`src/rtl/dram_cmd_responder.sv`:
```
// DIMM-side responder: tracks per-bank open/row/timer state for 32 banks, checks DRAM command
// timing, flags violations and returns a deterministic read burst CL cycles after each legal RD.
module dram_cmd_responder #(
   parameter int unsigned TRCD = 39,
   parameter int unsigned TRAS = 76,
   parameter int unsigned TRP  = 39,
   parameter int unsigned CL   = 40,
   parameter int unsigned BL   = 8
) (
   input  logic        dimm_clock,
   input  logic        reset,
   input  logic        cmd_valid,
   input  logic [2:0]  cmd,
   input  logic [2:0]  cmd_bg,
   input  logic [1:0]  cmd_ba,
   input  logic [15:0] cmd_row,
   input  logic [9:0]  cmd_col,
   output logic        rd_valid,
   output logic [33:0] rd_data,
   output logic        err_valid,
   output logic [2:0]  err_code,
   output logic [31:0] bank_open,
   output logic [31:0] cmd_count
);

   localparam int unsigned NumBanks = 32;
   localparam int unsigned PayloadW = 31;

   localparam logic [2:0] CmdAct = 3'd0;
   localparam logic [2:0] CmdPre = 3'd1;
   localparam logic [2:0] CmdRd  = 3'd2;
   localparam logic [2:0] CmdWr  = 3'd3;

   localparam logic [2:0] ErrNone  = 3'd0;
   localparam logic [2:0] ErrOpen  = 3'd1;
   localparam logic [2:0] ErrIdle  = 3'd2;
   localparam logic [2:0] ErrTrcd  = 3'd3;
   localparam logic [2:0] ErrTras  = 3'd4;
   localparam logic [2:0] ErrTrp   = 3'd5;
   localparam logic [2:0] ErrBurst = 3'd6;
   localparam logic [2:0] ErrCmd   = 3'd7;

   // Bank state
   logic [31:0]         open_q, open_d;
   logic [15:0]         row_q   [NumBanks];
   logic [15:0]         row_d   [NumBanks];
   logic [7:0]          timer_q [NumBanks];
   logic [7:0]          timer_d [NumBanks];

   // Global state
   logic [3:0]          rd_gap_q, rd_gap_d;
   logic [31:0]         cnt_q, cnt_d;
   logic                err_valid_q, err_valid_d;
   logic [2:0]          err_code_q, err_code_d;

   // Read pipeline and burst engine
   logic [CL-1:0]       pipe_vld_q, pipe_vld_d;
   logic [PayloadW-1:0] pipe_q [CL];
   logic [PayloadW-1:0] pipe_d [CL];
   logic                burst_q, burst_d;
   logic [2:0]          beat_q, beat_d;
   logic [PayloadW-1:0] burst_pl_q, burst_pl_d;

   // Command decode
   logic [4:0]          idx;
   logic [8:0]          bank_elapsed;
   logic [4:0]          rd_elapsed;
   logic [2:0]          code;
   logic                do_act;
   logic                do_close;
   logic                do_rd;
   logic                accept;

   // Timers hold cycles-since-event minus one, so elapsed = timer + 1 at the sampling edge.
   always_comb begin
      idx          = {cmd_bg, cmd_ba};
      bank_elapsed = {1'b0, timer_q[idx]} + 9'd1;
      rd_elapsed   = {1'b0, rd_gap_q} + 5'd1;
      code         = ErrNone;
      do_act       = 1'b0;
      do_close     = 1'b0;
      do_rd        = 1'b0;
      accept       = 1'b0;
      if (cmd_valid) begin
         case (cmd)
            CmdAct: begin
               if (open_q[idx]) begin
                  code = ErrOpen;
               end else if (bank_elapsed < 9'(TRP)) begin
                  code = ErrTrp;
               end else begin
                  do_act = 1'b1;
               end
            end
            CmdPre: begin
               if (!open_q[idx]) begin
                  accept = 1'b1;
               end else if (bank_elapsed < 9'(TRAS)) begin
                  code = ErrTras;
               end else begin
                  do_close = 1'b1;
               end
            end
            CmdRd, CmdWr: begin
               if (!open_q[idx]) begin
                  code = ErrIdle;
               end else if (bank_elapsed < 9'(TRCD)) begin
                  code = ErrTrcd;
               end else if (cmd == CmdRd && rd_elapsed < 5'(BL)) begin
                  code = ErrBurst;
               end else if (cmd == CmdRd) begin
                  do_rd = 1'b1;
               end else begin
                  accept = 1'b1;
               end
            end
            default: code = ErrCmd;
         endcase
      end
      accept = accept | do_act | do_close | do_rd;
   end

   always_comb begin
      open_d = open_q;
      for (int i = 0; i < NumBanks; i++) begin
         row_d[i]   = row_q[i];
         timer_d[i] = (timer_q[i] == 8'hFF) ? 8'hFF : timer_q[i] + 8'd1;
      end
      if (do_act) begin
         open_d[idx]  = 1'b1;
         row_d[idx]   = cmd_row;
         timer_d[idx] = 8'd0;
      end
      if (do_close) begin
         open_d[idx]  = 1'b0;
         timer_d[idx] = 8'd0;
      end
      if (do_rd) begin
         rd_gap_d = 4'd0;
      end else begin
         rd_gap_d = (rd_gap_q == 4'hF) ? 4'hF : rd_gap_q + 4'd1;
      end
      cnt_d       = cnt_q + {31'd0, accept};
      err_valid_d = (code != ErrNone);
      err_code_d  = code;
   end

   // Payload captures the pre-edge row, so a same-edge ACT to this bank is not forwarded.
   always_comb begin
      pipe_vld_d = {pipe_vld_q[CL-2:0], do_rd};
      pipe_d[0]  = {row_q[idx], cmd_col, cmd_bg, cmd_ba};
      for (int i = 1; i < CL; i++) begin
         pipe_d[i] = pipe_q[i-1];
      end
      burst_d    = burst_q;
      beat_d     = beat_q;
      burst_pl_d = burst_pl_q;
      if (pipe_vld_q[CL-1]) begin
         burst_d    = 1'b1;
         beat_d     = 3'd0;
         burst_pl_d = pipe_q[CL-1];
      end else if (burst_q && beat_q != 3'(BL - 1)) begin
         beat_d = beat_q + 3'd1;
      end else begin
         burst_d    = 1'b0;
         beat_d     = 3'd0;
         burst_pl_d = '0;
      end
   end

   always_ff @(posedge dimm_clock) begin
      if (reset) begin
         open_q      <= '0;
         for (int i = 0; i < NumBanks; i++) begin
            row_q[i]   <= '0;
            timer_q[i] <= 8'hFF;
         end
         rd_gap_q    <= 4'hF;
         cnt_q       <= '0;
         err_valid_q <= 1'b0;
         err_code_q  <= ErrNone;
         pipe_vld_q  <= '0;
         burst_q     <= 1'b0;
         beat_q      <= 3'd0;
         burst_pl_q  <= '0;
      end else begin
         open_q      <= open_d;
         for (int i = 0; i < NumBanks; i++) begin
            row_q[i]   <= row_d[i];
            timer_q[i] <= timer_d[i];
         end
         rd_gap_q    <= rd_gap_d;
         cnt_q       <= cnt_d;
         err_valid_q <= err_valid_d;
         err_code_q  <= err_code_d;
         pipe_vld_q  <= pipe_vld_d;
         burst_q     <= burst_d;
         beat_q      <= beat_d;
         burst_pl_q  <= burst_pl_d;
      end
   end

   // Payload stages are qualified by pipe_vld_q and need no reset.
   always_ff @(posedge dimm_clock) begin
      for (int i = 0; i < CL; i++) begin
         pipe_q[i] <= pipe_d[i];
      end
   end

   assign rd_valid  = burst_q;
   assign rd_data   = {burst_pl_q, beat_q};
   assign err_valid = err_valid_q;
   assign err_code  = err_code_q;
   assign bank_open = open_q;
   assign cmd_count = cnt_q;

endmodule

```
`config.mk`:
```
export PLATFORM = sky130hd
export DESIGN_NAME = dram_cmd_responder
export DESIGN_NICKNAME = d
export VERILOG_FILES = /design/src/rtl/dram_cmd_responder.sv
export SDC_FILE = /design/constraint.sdc
export NUM_CORES = 2
export LEC_CHECK = 0
export CAP_MARGIN = 40
export CORE_ASPECT_RATIO = 0.5
export CORE_MARGIN = 2
export CORE_UTILIZATION = 40
export DETAILED_ROUTE_END_ITERATION = 8
export GPL_TIMING_DRIVEN = 0
export HOLD_SLACK_MARGIN = 0.08
export PLACE_DENSITY = 0.62
export SYNTH_ARGS = -nofsm -noshare
export SYNTH_HDL_FRONTEND = slang
export SYNTH_SLANG_ARGS = --single-unit
```
`constraint.sdc`:
```
create_clock -name dimm_clock -period 4.55 [get_ports dimm_clock]
set_clock_uncertainty 0.2 [all_clocks]
set_input_delay 0.6825 -clock dimm_clock [delete_from_list [all_inputs] [get_ports dimm_clock]]
set_output_delay 0.6825 -clock dimm_clock [all_outputs]
set_load 0.01 [all_outputs]
```
==> metrics.cfg <==
[floorplanning]
coreArea_um2=167000
dieArea_um2=171000
die_w_um=583
rows=106
start_util=0.402
die_h_um=293
io_pins=140

[yosys]
synth.area.mux_share=0.147
synthSimpleGateAreaFrac=0.0871
synth_fp_nets=5358
ys_seq_elements=2155
ys_seq_area_frac=0.644
synth_commonest_cells=dfxtp_1, mux2i_1, nor2_1
yosysMostFrequentCell=dfxtp_1
ys_async_sr_fraction=0
synthTopCellsByArea=dfxtp_1, mux2i_1, mux4_2
synth_top_family_by_area=multiplexers
synth_area_um2=67000
synth.distinct_cells=75
synthCells=5283
synth-edff-count=0
synthAdderAreaFrac=0.00710
synth_area_per_cell_um2=12.7
yosysTopAreaCell=dfxtp_1
synth_xor_xnor_area_share=0.0183
yosysTopAreaCellShare=0.644
synth_warnings=0
synth_ff_type=dfxtp_1
synth_compound_area_frac=0.0660

[grt]
antenna_found_initial=5
gr-usage-all-layers=0.196
grt_max_degree=20
overflow=0
grt_pass1_vias=40540
grt_pass1_wl_mm=254

[worst_setup_path]
crit_buf_inv=5
critPathCaptureType=register
path_delay_family=simple AND/OR/NAND/NOR gates
max_stage_delay_ns=0.39
cp.required_ns=5.08
r2r_end=cmd_count[26]
crit_path_start_kind=input pin
r2r-start=timer_q[18][0]
rrSetupSlack_ns=0.14
crit_chain=buf_8 -> buf_16 -> buf_16 -> mux2i_1 -> o22ai_1 -> nor4_2 -> nand2_2 -> buf_4 -> and2_4 -> a31oi_1 -> a21oi_2 -> o2111a_1 -> o22ai_4 -> ha_4 -> ha_4 -> and2_1 -> buf_6 -> nand4_1 -> or2_4 -> or3_1 -> a21oi_2
arrival_ns=4.98
worst_path_max_delay_cell=mux2i_1
rr_worst_depth=18
crit_type=in2reg
critPathMaxFanout=6

[routing]
drt-vias-per-instance=5.13
drt_iter0_drc=3213
wirelength_mm=171
wl_per_cell_um=21.2
drc=0
first_pass_iters=5
antenna_left=0
via_count=41427

[hold_path]
hp-class=reg2reg
min_to=pipe_q[4][240]
holdCritStartpoint=pipe_q[4][209]
worstHoldPathCells=0

[final_layout]
drive_above_1_share=0.148
fin_util=0.479
areaGrowthSynthToFinish_pct=19.2
nets=5786
fill_cells=14471

[pwr]
power.leakage_nw=29.9
p_int_mw=32.1
total_power_mw=43.6
p_sw_frac=0.263
clockPowerShare=0.373
p_sw_mw=11.4
ir_worst_vdd_mv=0.383
powerDensity_nw_per_um2=546
p_seq_frac=0.484
pwr-share-comb=0.143

[placement]
dp_hpwl_mm=121
gp_congestion=0.932
port_buffers=137
post-place-ws_ns=-2.69

[clock_network]
cts_root_buffer=clkbuf_16
cts_buffers=186
insertion_delay_ns=0.84
cts_tree=built
htreeDepth=4
clockBufferDepth=4
cts_sinks=2155
clk_pin_slew_worst_paths_ns=0.07

[timing]
period_minus_slack_ns=4.45
timing.final.ws_setup_ns=0.0982
worstMarginPinSlew_ns=0.932
final-max-slew-violation-count=0
finalHoldViolCount=0
fmax_mhz=225
fin_crit_sh=0.978
max_slew_margin=0.379
hold_ws_ns=0.0950
setup_viol=0

[outcome]
status=finished, final reports clean

[job]
drv_cap=0

==> metal layers <==
layer | global-route usage | share of wire | routed length [um] | vias to the layer above
li1 | - | - | - | 19221
met3 | 0.0403 | 0.075 | 12900 | 388
met2 | 0.312 | 0.45 | 76700 | 1511
met5 | 0 | 0.000076 | 13 | -
met1 | 0.260 | 0.43 | 74100 | 20305
met4 | 0.0816 | 0.044 | 7540 | 2
==> worst max-delay path by stage <==
stage,start,endpoint,slack [ns],depth (start not counted)
5_1_grt,cmd_ba[0],cmd_count[28],-0.006,24
3_3_place_gp,cmd_ba[1],cmd_count[28],-2.72,21
2_1_floorplan,cmd_ba[0],cmd_count[26],-0.17,22
4_1_cts,cmd_ba[1],cmd_count[30],0.003,22
3_5_place_dp,cmd_ba[1],cmd_count[29],-2.69,23
6_report,cmd_ba[1],cmd_count[26],0.1,21
==> worst reg2reg max path, cell delays in order (launching register included) <==
cell,delay (ns)
dfxtp_1,0.36
mux2i_1,0.34
o22ai_1,0.16
nor4_2,0.27
nand2_2,0.14
buf_4,0.16
and2_4,0.17
a31oi_1,0.33
a21oi_2,0.12
o2111a_1,0.28
o22ai_4,0.30
ha_4,0.21
ha_4,0.13
and2_1,0.13
buf_6,0.09
nand4_1,0.16
or2_4,0.31
or3_1,0.32
a21oi_2,0.12
==> state kept, by name (all words and copies together), names as in the netlist <==
signal,flops
timer_q,256
rd_valid,1
row_q,512
err_code,3
burst_pl_q,31
rd_gap_q,4
beat_q,3
bank_open,32
pipe_q,1240
err_valid,1
pipe_vld_q,40
cmd_count,32
==> timing repair <==
item                       4_1_cts  5_1_grt
hold endpoints to repair        18        1
buffers inserted                17       26
pin swaps                       20       22
cloned                           3        1
setup endpoints to repair      841       15
hold buffers                    17        1
resized for setup              172       80
==> stage by stage <==
step                area, um^2  setup TNS (ns)  cells
floorplan                67100          -0.574   5283
global placement         71200        -1297.00   7634
detailed placement       71800        -1266.44   7675
CTS                      79300               0   8038
global route             79800        -0.00846   8065
finish                   79900               0   8068
==> power groups by stage <==
stage	clock network, mW	registers (mW)	logic [mW]
CTS	16.6	21.0	6.05
finish	16.3	21.1	6.23
global route	17.5	21.2	6.85
floorplan	0	21.0	4.42
detailed placement	0	21.4	5.74
global placement	0	21.3	5.47
==> cell families after synthesis <==
logic type,Yosys count
flops,2155
simple gates,1185
mux,814
compound gates,603
buf+inv,348
xor+xnor,140
fa+ha+maj,38
==> placed cells by master (no fill, tap or decap), types with 21 or more instances in the layout <==
cell,instances
buf_4,51
a211oi_1,30
nand2b_1,35
mux4_2,136
dfxtp_1,2155
xor2_1,64
clkbuf_1,196
nor2_1,651
a31oi_1,37
nand3_1,107
ha_1,35
clkdlybuf4s50_1,132
a22o_1,31
xnor2_1,76
nor2b_1,46
clkbuf_8,29
and3_1,95
buf_8,30
nand2_1,69
clkbuf_16,189
mux2i_4,29
a21oi_1,158
nor4_2,31
bufinv_16,21
o22ai_1,46
mux2i_1,622
a22oi_1,65
a21o_1,66
clkinv_2,37
a21boi_1,50
o21ai_0,37
buf_6,102
mux2i_2,24
inv_1,31
nand4_1,27
==> area by class of cell <==
type / instances / area, um^2 / area share
Sequential cell: 2155 / 43100 / 0.540
Clock buffer: 241 / 5190 / 0.0650
Tap cell: 2214 / 2770 / 0.0347
Buffer: 313 / 2220 / 0.0278
Timing Repair Buffer: 243 / 2540 / 0.0319
Antenna cell: 3 / 7.51 / 0.0000940
Clock inverter: 87 / 1110 / 0.0139
Inverter: 32 / 120 / 0.00150
Multi-Input combinational cell: 2780 / 22700 / 0.285
Power figures use the tool's default switching activity.
